File: src/rtl/fix2float_seq.sv
// fix2float_seq
//   Sequential signed fixed-point to IEEE-754 single-precision converter.
//   The operand is dataa * 2^-FRAC_BITS in two's complement. The magnitude is
//   normalised one bit per enabled cycle and then packed with round-to-nearest-even.
//
// Ports
//   clock   in   rising-edge clock
//   aclr_n  in   asynchronous active-low reset
//   clk_en  in   clock enable; every register holds while low
//   start   in   single-cycle request, dataa sampled on the accepting edge
//   dataa   in   WIDTH-bit signed fixed-point operand
//   result  out  IEEE-754 single, held from done until the next done
//   done    out  one enabled-cycle pulse when result is updated
//
// WIDTH must be at least 26 so that the fraction, guard and sticky fields exist.
// The parameters must keep the biased exponent within 1..254.
module fix2float_seq #(
  parameter int unsigned WIDTH     = 32,
  parameter int unsigned FRAC_BITS = 22
) (
  input  logic             clock,
  input  logic             aclr_n,
  input  logic             clk_en,
  input  logic             start,
  input  logic [WIDTH-1:0] dataa,
  output logic [31:0]      result,
  output logic             done
);

  localparam int unsigned CW      = $clog2(WIDTH) + 1;
  // Biased exponent when the magnitude MSB already sits in bit WIDTH-1.
  localparam int unsigned EXP_TOP = WIDTH - 1 - FRAC_BITS + 127;

  typedef enum logic [1:0] {
    IDLE,
    NORM,
    PACK
  } state_e;

  state_e           state_q, state_d;
  logic [WIDTH-1:0] mag_q, mag_d;
  logic [CW-1:0]    cnt_q, cnt_d;
  logic             sign_q, sign_d;
  logic [31:0]      result_q, result_d;
  logic             done_q, done_d;

  // Absolute value; the most negative input maps to 2^(WIDTH-1) as unsigned.
  logic [WIDTH-1:0] mag_in;
  assign mag_in = dataa[WIDTH-1] ? (~dataa + WIDTH'(1)) : dataa;

  // Pack stage: fraction, guard and sticky taken from the normalised magnitude.
  logic [22:0] frac;
  logic        guard;
  logic        sticky;
  logic        round_up;
  logic [23:0] frac_rnd;
  logic [7:0]  exp_base;
  logic [7:0]  exp_final;

  assign frac      = mag_q[WIDTH-2 -: 23];
  assign guard     = mag_q[WIDTH-25];
  assign sticky    = |mag_q[WIDTH-26:0];
  assign round_up  = guard & (sticky | frac[0]);
  assign frac_rnd  = {1'b0, frac} + 24'(round_up);
  // A carry out of the fraction leaves frac_rnd[22:0] all zero and bumps the exponent.
  assign exp_base  = 8'(EXP_TOP) - 8'(cnt_q);
  assign exp_final = exp_base + 8'(frac_rnd[23]);

  // State register
  always_ff @(posedge clock or negedge aclr_n) begin
    if (!aclr_n) begin
      state_q <= IDLE;
    end else if (clk_en) begin
      state_q <= state_d;
    end
  end

  // Next-state logic
  always_comb begin
    state_d = state_q;
    case (state_q)
      IDLE:    if (start) state_d = (mag_in == '0) ? PACK : NORM;
      NORM:    if (mag_q[WIDTH-1]) state_d = PACK;
      PACK:    state_d = IDLE;
      default: state_d = IDLE;
    endcase
  end

  // Datapath and output next values
  always_comb begin
    mag_d    = mag_q;
    cnt_d    = cnt_q;
    sign_d   = sign_q;
    result_d = result_q;
    done_d   = 1'b0;
    case (state_q)
      IDLE: begin
        if (start) begin
          sign_d = dataa[WIDTH-1];
          mag_d  = mag_in;
          cnt_d  = '0;
        end
      end
      NORM: begin
        if (!mag_q[WIDTH-1]) begin
          mag_d = mag_q << 1;
          cnt_d = cnt_q + CW'(1);
        end
      end
      PACK: begin
        done_d   = 1'b1;
        result_d = (mag_q == '0) ? '0 : {sign_q, exp_final, frac_rnd[22:0]};
      end
      default: ;
    endcase
  end

  always_ff @(posedge clock or negedge aclr_n) begin
    if (!aclr_n) begin
      mag_q    <= '0;
      cnt_q    <= '0;
      sign_q   <= 1'b0;
      result_q <= '0;
      done_q   <= 1'b0;
    end else if (clk_en) begin
      mag_q    <= mag_d;
      cnt_q    <= cnt_d;
      sign_q   <= sign_d;
      result_q <= result_d;
      done_q   <= done_d;
    end
  end

  assign result = result_q;
  assign done   = done_q;

endmodule
File: config.mk
export PLATFORM = sky130hd
export DESIGN_NAME = fix2float_seq
export DESIGN_NICKNAME = d
export VERILOG_FILES = /design/src/rtl/fix2float_seq.sv
export SDC_FILE = /design/constraint.sdc
export NUM_CORES = 1
export LEC_CHECK = 0
export CAP_MARGIN = 10
export CORE_MARGIN = 1.5
export CORE_UTILIZATION = 40
export DETAILED_ROUTE_END_ITERATION = 12
export GPL_ROUTABILITY_DRIVEN = 0
export PLACE_DENSITY = 0.71
export RECOVER_POWER = 25
export SYNTH_ARGS = -nofsm -noshare
export SYNTH_HDL_FRONTEND = slang
export SYNTH_SLANG_ARGS = --single-unit
File: constraint.sdc
create_clock -name clock -period 2.1 [get_ports clock]
set_input_delay 0.21 -clock clock [delete_from_list [all_inputs] [get_ports clock]]
set_output_delay 0.21 -clock clock [all_outputs]
set_load 0.05 [all_outputs]
==> impl_results.md, run 1 <==
- Status: complete, but fails checks
- Failing checks: negative setup slack
- Top-Level Pins: 69
- Port buffer count: 68
- Routed Antenna Nets: 0
- ANT cells: 0
- Crit path capture type: flop
- Mapped Cells: 599
- Hold path depth: 3
- First-pass GRT wire length: roughly 24,000 µm
- Clk_lat worst skew: 0.33 ns
- Die height: roughly 110 µm
- Number of global-route vias before repair: between 4,000 and 5,000
- Core Footprint: around 12,000 µm²
- Worst slew pin tran: approximately 0.96 ns
- Startpoint types: input pin
- Sequential share of the synthesized area: between 30% and 40%
- Largest area contributor in the netlist: dfrtp_1
- Initial Util: 41.06%
- Most used flip-flop cell after synthesis: dfrtp_1
- Drt first pass iters: 5
- Slew headroom: between 30% and 40%
- Largest net degree at the start of global routing: 53
- Final number of hold-violating endpoints: 0
- RSZ-0062 raised after global routing: yes
- VDD IR max: 0.4576 mV
- Total nets after synthesis: between 600 and 700
- DIE WIDTH: ~110 µm
- Syn_area_per_cell: between 8 and 9 µm²
- Clock tree from TritonCTS: yes
- Final worst-path cycle share: 111.3%
- Synth cell types: 70
- Commonest non-fill, non-tap cell in the layout: buf_4
- Residual DRC count: 0
- Class of the worst hold path: input pin to flop
- DR iter-0 viols: between 400 and 500
- Dominant cells by area after synthesis: dfrtp_1 37%, o21ai_0 6.8%, nand2_1 6.3%
- PD cells: about 1200 nW/µm²
- Reg2Reg Setup Slack: -0.07 ns
- Fraction of registers with async set/reset: 100.0%
- Final Max Tran Viols: 0
- Clk buf depth: 2
- Yosys reg bits: between 70 and 80
- CTS Buf Count: 9
- CTS Sinks: 74
- Final setup violation count: 6
- H-tree levels: 3
- CP Max Fanout: 5
- Total track usage: roughly 23%
- Max_cap viols: 0
- Netlist Area Pre-Place: 4952 µm²
- Total Neg Setup Slack: -0.5251 ns
- Final min period: roughly 2.3 ns
- Total congestion overflow: 0
- Total routed wirelength: 14,870 µm
- Fmax: ~0.43 GHz
- Nets@finish: 800
- YS warnings: 0
- Vias per std cell: 5.600
- Design area: 7292 µm²
- Clock Skew: about 0.0077 ns
- Leakage: around 3.1 nW
- Commonest cells after routing, fill and taps aside: 119 x buf_4, 81 x nand2_1, 74 x dfrtp_1
- Data required, critical path: between 2 and 2.5 ns
- Reg2reg path depth: 10
- Post-synth EDFFs: 0
- Crit Path Class: input pin to flop
- Clock-pin transition on the worst setup and hold timing paths: about 0.05 ns
- Die area: approximately 13,000 µm²
- Layout area overhead: 47.25%
- Root buffer cell: clkbuf_16
- Critical path arrival: between 2 and 3 ns
- # rows: 40
- Routed WL per cell: ~16 µm
- DP Area: between 6000 and 7000 µm²
- Via count: ~5,200
- Post-DP HPWL: ~11,000 µm
- Synth top area share: between 30% and 40%
- Initial antenna violation count: 0
- Layout cell share with drive strength beyond 1: 28.70%
- Util after Layout: 60.46%
- Worst setup margin: -0.2379 ns
## state kept, by name, summed over array words and instances (netlist names)
register,flops
result,32
sign_q,1
state_q,2
cnt_q,6
mag_q,32
done,1
## critical path, cell delays in order
cell	delay (ns)
buf_6	0.09
or4_4	0.59
nor4_4	0.36
buf_4	0.20
nand4b_1	0.16
mux2_4	0.34
a32o_1	0.22
and4_4	0.19
a31o_1	0.21
## Yosys cell counts, drive strengths merged (4+ instances only)
library cell,count
nor3,12
nor4,14
xor2,32
buf,8
a31oi,24
xnor2,20
nor2,36
nand4,12
a21oi,14
dfrtp,74
clkbuf,42
o21a,9
or3,5
or4,8
mux2,4
o21ai,68
and4,5
ha,5
o31ai,5
nand3,20
nand2,83
nand2b,4
nor2b,4
o211ai,10
and3,16
inv,17
o41ai,4
## worst paths after layout
| check | start | endpoint |
|---|---|---|
| setup / recovery | dataa[6] | state_q[1] |
| hold / removal | dataa[0] | mag_q[0] |
| setup reg to reg | mag_q[10] | result[28] |
| hold reg to reg | result[19] | result[19] |
| max in group asynchronous | aclr_n | mag_q[13] |
| min in group asynchronous | aclr_n | result[25] |
## stage by stage
step                      power (mW)  hold WS, ns  cells  setup WS (ns)
after floorplan                5.108     -0.08559    599        -0.1783
after global placement         6.591       0.2511    896        -0.8461
after detailed placement       6.724       0.2662    896        -0.9828
after CTS                      8.404       0.2280    929        -0.2262
after global routing           9.030       0.2427    931        -0.2675
final                          8.503       0.2334    931        -0.2379
## repair_timing
action,4_1_cts,5_1_grt
buffers inserted,17,6
resized for setup,61,60
hold endpoints to repair,28,0
hold buffers,1,0
pin swaps,29,31
setup endpoints to repair,27,26
## per-layer routing
layer  track usage [%]  up-vias  part of all wire [%]  wire length [µm]
met2             38.35      244                    48              7132
met3             2.965       49                   6.2               915
li1                  -     2487                     -                 -
met1             29.67     2434                    43              6388
met5                 0        -                     0                 0
met4             9.833        0                   2.9               429
## logic make-up after synthesis
kind of cell,after synthesis,share of synthesized area [%]
buf+inv,67,5.533
mux,5,1.112
fa+ha+maj,5,1.263
xor+xnor,52,9.197
flops,74,37.39
simple gates,235,24.71
compound gates,161,20.79
## power breakdown
| group | total, mW | internal, mW | switching, mW |
|---|---|---|---|
| sequential | 2.46 | 2.02 | 0.442 |
| clock | 1.62 | 1.06 | 0.558 |
| combinational | 4.42 | 1.71 | 2.71 |
## layout make-up
class	count	area [µm²]
clock buffers	10	239.0
clock inverters	5	78.83
fillers	1000	4770
inverters	17	66.31
multi-input cells	458	3133
flip-flops and latches	74	1852
well taps	168	210.2
repair buffers	199	1713
Note: power is estimated with default switching activity, not from simulation.
==> run 2: changes to the inputs <==
--- a/config.mk
+++ b/config.mk
@@ -15,3 +15,4 @@
 export SYNTH_ARGS = -nofsm -noshare
 export SYNTH_HDL_FRONTEND = slang
 export SYNTH_SLANG_ARGS = --single-unit
+export TNS_END_PERCENT = 50
==> run 2 against run 1 <==
Against the previous run:
- the flow still finishes with violations (negative setup slack)
- sequential power is essentially flat
- routed wire length grew 1.3%
- clock-buffer cell count is the same
- final cell count is the same
- combinational power is essentially flat
- largest power group unchanged
- highest routed layer unchanged
- clock power is essentially flat
- clock skew shrank 0.00072 ns
- sequential cell count is the same
- setup slack lost 0.0069 ns
- largest cell class unchanged
- non-clock buffer count is the same
- register-to-register slack lost 0.02 ns
- die area is the same
==> impl_results.md, run 2 (synthesized netlist as in run 1, its figures left out) <==
- Status: complete, but fails checks
- Failing checks: negative setup slack
- Critical path arrival: 2.56 ns (about the same)
- Reg2reg path depth: 10 (unchanged)
- Clock Skew: 0.007005 ns (-0.0007208 ns)
- Final number of hold-violating endpoints: 0 (unchanged)
- Leakage: 3.144 nW (+0.13%)
- Crit path capture type: flop
- Worst setup margin: -0.2447 ns (-0.006856 ns)
- PD cells: 1164 nW/µm² (-0.19%)
- Commonest non-fill, non-tap cell in the layout: buf_4
- Top-Level Pins: 69 (unchanged)
- Slew headroom: 39.31% (+3.2 points)
- # rows: 40 (unchanged)
- Startpoint types: input pin
- Final worst-path cycle share: 111.7% (+0.33 points)
- Residual DRC count: 0 (unchanged)
- Fillers: 996 (-0.40%)
- Largest net degree at the start of global routing: 53 (unchanged)
- Nets@finish: 800 (unchanged)
- Worst slew pin tran: 0.9093 ns (-0.04748 ns)
- Die height: 114.3 µm (unchanged)
- Total track usage: 22.70% (-0.15 points)
- Fmax: 0.4265 GHz (-0.29%)
- CP Max Fanout: 5 (unchanged)
- Vias per std cell: 5.567 (-0.59%)
- Die area: 13,060 µm² (unchanged)
- Clock tree from TritonCTS: yes
- Routed WL per cell: 16.17 µm (+1.3%)
- Clk buf depth: 2 (unchanged)
- Number of global-route vias before repair: 4,915 (-0.47%)
- Final min period: 2.345 ns (+0.006856 ns)
- Final Max Tran Viols: 0 (unchanged)
- First-pass GRT wire length: 23,700 µm (-0.55%)
- Via count: 5,183 (-0.59%)
- RSZ-0062 raised after global routing: yes
- CTS Sinks: 74 (unchanged)
- Hold path depth: 3 (unchanged)
- Commonest cells after routing, fill and taps aside: 117 x buf_4, 79 x nand2_1, 74 x dfrtp_1
- Initial Util: 41.06% (unchanged)
- Crit Path Class: input pin to flop
- Util after Layout: 60.57% (+0.11 points)
- Port buffer count: 68 (unchanged)
- DR iter-0 viols: 423 (-2.3%)
- Routed Antenna Nets: 0 (unchanged)
- Max_cap viols: 0 (unchanged)
- Initial antenna violation count: 0 (unchanged)
- Root buffer cell: clkbuf_16
- Total routed wirelength: 15,060 µm (+1.3%)
- Design area: 7306 µm² (+0.19%)
- Data required, critical path: 2.32 ns (about the same)
- DIE WIDTH: 114.3 µm (unchanged)
- Layout area overhead: 47.52%
- Layout cell share with drive strength beyond 1: 28.57% (-0.13 points)
- DP Area: 6563 µm² (unchanged)
- Core Footprint: 12,060 µm² (unchanged)
- Post-DP HPWL: 10,580 µm (unchanged)
- VDD IR max: 0.4674 mV (+2.1%)
- CTS Buf Count: 9 (unchanged)
- ANT cells: 0 (unchanged)
- H-tree levels: 3 (unchanged)
- Final setup violation count: 6 (unchanged)
- Dpl ws: -0.9828 ns (unchanged)
- Clk_lat worst skew: 0.33 ns (about the same)
- Drt first pass iters: 5 (unchanged)
- Class of the worst hold path: input pin to flop
- Min Hold Slack: 0.2272 ns (-0.006176 ns)
- Clock-pin transition on the worst setup and hold timing paths: 0.05 ns (about the same)
- Total congestion overflow: 0 (unchanged)
run 2: timing repair:
item                       CTS  global route
gates resized for setup     60            58
hold buffers                 1             0
setup endpoints to repair   27            24
pin swaps                   27            24
buffers inserted            14             6
hold endpoints to repair    28             0
cloned                       0             0
run 2: metrics by stage:
stage          power [mW]  setup TNS (ns)  std cells
5_1_grt             9.028          -1.572        931
6_report            8.503         -0.6351        931
3_3_place_gp        6.591          -13.37        896
3_5_place_dp        6.724          -14.88        896
2_1_floorplan       5.108         -0.4307        599
4_1_cts             8.393         -0.4917        926
run 2: area by class of cell:
cell class              count  area, µm²  area share [%]
multi-input cells         458       3137           42.94
flip-flops and latches     74       1852           25.35
repair buffers            199       1725           23.62
clock buffers              10      239.0           3.271
well taps                 168      210.2           2.877
clock inverters             5      78.83           1.079
inverters                  17      63.81          0.8734
run 2: power breakdown:
| group | switching (mW) | internal (mW) | leakage [nW] |
|---|---|---|---|
| sequential | 0.445 | 2.02 | 0.938 |
| combinational | 2.71 | 1.71 | 2.05 |
| clock | 0.561 | 1.06 | 0.158 |
| total | 3.71 | 4.79 | 3.14 |
run 2: final timing paths:
| path | start | end | slack (ns) |
|---|---|---|---|
| max in group asynchronous | aclr_n | done | 0.50 |
| max | dataa[6] | state_q[1] | -0.24 |
| min in group asynchronous | aclr_n | result[25] | 0.45 |
| max reg2reg | mag_q[10] | result[28] | -0.09 |
| min | dataa[0] | mag_q[0] | 0.23 |
| min reg2reg | result[19] | result[19] | 0.48 |
run 2: worst max-delay path, cell delays in order:
cell and delay, ns:
buf_6 0.09, or4_4 0.59, nor4_4 0.36, buf_4 0.19, nand4b_1 0.16, mux2_4 0.34, a32o_1 0.22, and4_4 0.19
a31o_1 0.21
run 2: metal layers:
metal	vias to the layer above	GRT usage [%]	part of all wire, %
met5	-	0	0
met4	0	9.833	3.2
met3	42	2.965	5.7
met2	214	37.75	48
met1	2434	29.74	43
li1	2493	-	-
==> run 3: changes to the inputs <==
--- a/config.mk
+++ b/config.mk
@@ -8,8 +8,10 @@
 export CAP_MARGIN = 10
 export CORE_MARGIN = 1.5
 export CORE_UTILIZATION = 40
+export CTS_CLUSTER_DIAMETER = 80
 export DETAILED_ROUTE_END_ITERATION = 12
 export GPL_ROUTABILITY_DRIVEN = 0
+export MAX_ROUTING_LAYER = met4
 export PLACE_DENSITY = 0.71
 export RECOVER_POWER = 25
 export SYNTH_ARGS = -nofsm -noshare
==> run 3 against run 2 <==
Against the previous run:
- routed wire length fell by 0.43%
- cell area did not move
- the flow still finishes with violations (negative setup slack)
- non-clock buffer count did not move
==> impl_results.md, run 3 (synthesized netlist as in run 1, its figures left out) <==
- Clock tree from TritonCTS: yes
- Worst slew pin tran: 0.9269 ns (+0.01753 ns)
- DR iter-0 viols: 476 (+13%)
- Clk buf depth: 2 (unchanged)
- Core Footprint: 12,060 µm² (unchanged)
- Crit Path Class: input pin to flop
- Design area: 7306 µm² (unchanged)
- Largest net degree at the start of global routing: 53 (unchanged)
- Routed WL per cell: 16.10 µm (-0.43%)
- Layout cell share with drive strength beyond 1: 28.57% (unchanged)
- Clock Skew: 0.007253 ns (+0.0002471 ns)
- Residual DRC count: 0 (unchanged)
- Initial antenna violation count: 0 (unchanged)
- Util after Layout: 60.57% (unchanged)
- Root buffer cell: clkbuf_16
- Total track usage: 23.44% (+0.73 points)
- VDD IR max: 0.4653 mV (-0.46%)
- Dpl ws: -0.9828 ns (unchanged)
- Reg-to-reg startpoint: mag_q[10]
- DP Area: 6563 µm² (unchanged)
- Clk_lat worst skew: 0.34 ns (about the same)
- Seq pwr share: 29.0% (about the same)
- Psw: 3.709 mW (about the same)
- Slowest cell on crit path: or4_4
- Drt first pass iters: 7 (+2)
- CTS Buf Count: 9 (unchanged)
- Die area: 13,060 µm² (unchanged)
- Hold path depth: 3 (unchanged)
- Switching share of total power: 43.63% (about the same)
- Port buffer count: 68 (unchanged)
- Hold EP: mag_q[0]
- CP max stage delay: 0.59 ns (about the same)
- Startpoint types: input pin
- Commonest cells after routing, fill and taps aside: 117 x buf_4, 79 x nand2_1, 74 x dfrtp_1
- Reg-to-Reg End: result[28]
- Vias per std cell: 5.597 (+0.54%)
- CTS Sinks: 74 (unchanged)
- # rows: 40 (unchanged)
- Total Neg Setup Slack: -0.6332 ns (+0.001839 ns)
- Commonest non-fill, non-tap cell in the layout: buf_4
- Layout area overhead: 47.52% (unchanged)
- Final min period: 2.351 ns (+0.006619 ns)
- Crit path capture type: flop
- First-pass GRT wire length: 23,740 µm (+0.17%)
- Initial Util: 41.06% (unchanged)
- DIE WIDTH: 114.3 µm (unchanged)
- Reg2Reg Setup Slack: -0.09 ns (about the same)
- Via count: 5,211 (+0.54%)
- Class of the worst hold path: input pin to flop
- Clk network pwr share: 19.1% (about the same)
- Clock-pin transition on the worst setup and hold timing paths: 0.05 ns (about the same)
- Final worst-path cycle share: 112.0% (+0.32 points)
- Internal power: 4.792 mW (about the same)
- Status: complete, but fails checks
- Routed Antenna Nets: 0 (unchanged)
- Final number of hold-violating endpoints: 0 (unchanged)
- Placed Cells: 896 (unchanged)
- Number of global-route vias before repair: 4,917 (+0.041%)
- CP Max Fanout: 5 (unchanged)
- Slew headroom: 38.14% (-1.2 points)
- Comb pwr share: 51.9% (about the same)
- Fmax: 0.4253 GHz (-0.28%)
- RSZ-0062 raised after global routing: yes
- Total congestion overflow: 0 (unchanged)
- Fillers: 996 (unchanged)
- Worst setup margin: -0.2513 ns (-0.006619 ns)
- Failing checks: negative setup slack
- H-tree levels: 3 (unchanged)
- Final Max Tran Viols: 0 (unchanged)
- Max_cap viols: 0 (unchanged)
- Leakage: 3.144 nW (unchanged)
- Top-Level Pins: 69 (unchanged)
- Non-Filler Instances: 931 (unchanged)
- Critical path arrival: 2.57 ns (about the same)
- PD cells: 1164 nW/µm² (about the same)
- Data required, critical path: 2.32 ns (about the same)
- Nets@finish: 800 (unchanged)
- Reg2reg path depth: 10 (unchanged)
- Die height: 114.3 µm (unchanged)
- Total routed wirelength: 14,990 µm (-0.43%)
- Final setup violation count: 6 (unchanged)
- CP cell instances: buf_6, or4_4, nor4_4, buf_4, nand4b_1, mux2_4, a32o_1, and4_4, a31o_1
- ANT cells: 0 (unchanged)
- Min-delay src: dataa[0]
- Post-DP HPWL: 10,580 µm (unchanged)
## run 3: cell counts in the layout (fill, tap and decap cells not counted)
No cell type changed its count.
## run 3: per-layer routing
layer | up-vias | part of all wire (%) | global-route usage [%]
met5 | - | 0 | -
met4 | 0 | 3.2 | 10.83
met3 | 58 | 6.6 | 2.488
met2 | 252 | 48 | 37.71
met1 | 2405 | 42 | 29.84
li1 | 2496 | - | -
## run 3: final cells by class
cell class	count	area [µm²]	share of cell area (%)
multi-input combinational	458	3137	42.94
sequential	74	1852	25.35
timing repair buffer	199	1725	23.62
clock buffer	10	239.0	3.271
tap	168	210.2	2.877
clock inverter	5	78.83	1.079
inverter	17	63.81	0.8734
## run 3: worst max path at each step
| stage | cells after the start | from | endpoint |
|---|---|---|---|
| 6_report | 9 | dataa[6] | state_q[1] |
| 3_3_place_gp | 10 | dataa[1] | state_q[0] |
| 3_5_place_dp | 9 | dataa[1] | state_q[0] |
| 5_1_grt | 9 | dataa[6] | state_q[1] |
| 2_1_floorplan | 8 | dataa[8] | state_q[1] |
| 4_1_cts | 9 | dataa[3] | state_q[1] |
## run 3: timing repair
action | in CTS | in global routing
gates resized for setup | 60 | 58
buffers inserted | 14 | 6
pin swaps | 27 | 24
hold buffers | 1 | 0
setup endpoints to repair | 27 | 24
endpoints found under the hold margin | 28 | 0
## run 3: power by group through the flow
stage | Clock [mW] | Combinational [mW] | Sequential [mW]
final | 1.62 | 4.41 | 2.46
after global routing | 1.71 | 4.77 | 2.55
after CTS | 1.64 | 4.29 | 2.46
after detailed placement | 0 | 4.24 | 2.49
after global placement | 0 | 4.14 | 2.45
after floorplan | 0 | 1.75 | 3.36
## run 3: per-stage QoR
| stage | hold WS, ns | total power [mW] |
|---|---|---|
| 2_1_floorplan | -0.08559 | 5.108 |
| 3_3_place_gp | 0.2511 | 6.591 |
| 3_5_place_dp | 0.2662 | 6.724 |
| 4_1_cts | 0.2280 | 8.393 |
| 5_1_grt | 0.2429 | 9.031 |
| 6_report | 0.2282 | 8.501 |
## run 3: critical path, delay by kind of cell
family                 cells  cell delay, ns
multiplexers               1            0.34
AO/OA/AOI/OAI              2            0.43
buffers and inverters      2            0.29
AND/OR/NAND/NOR            4            1.32
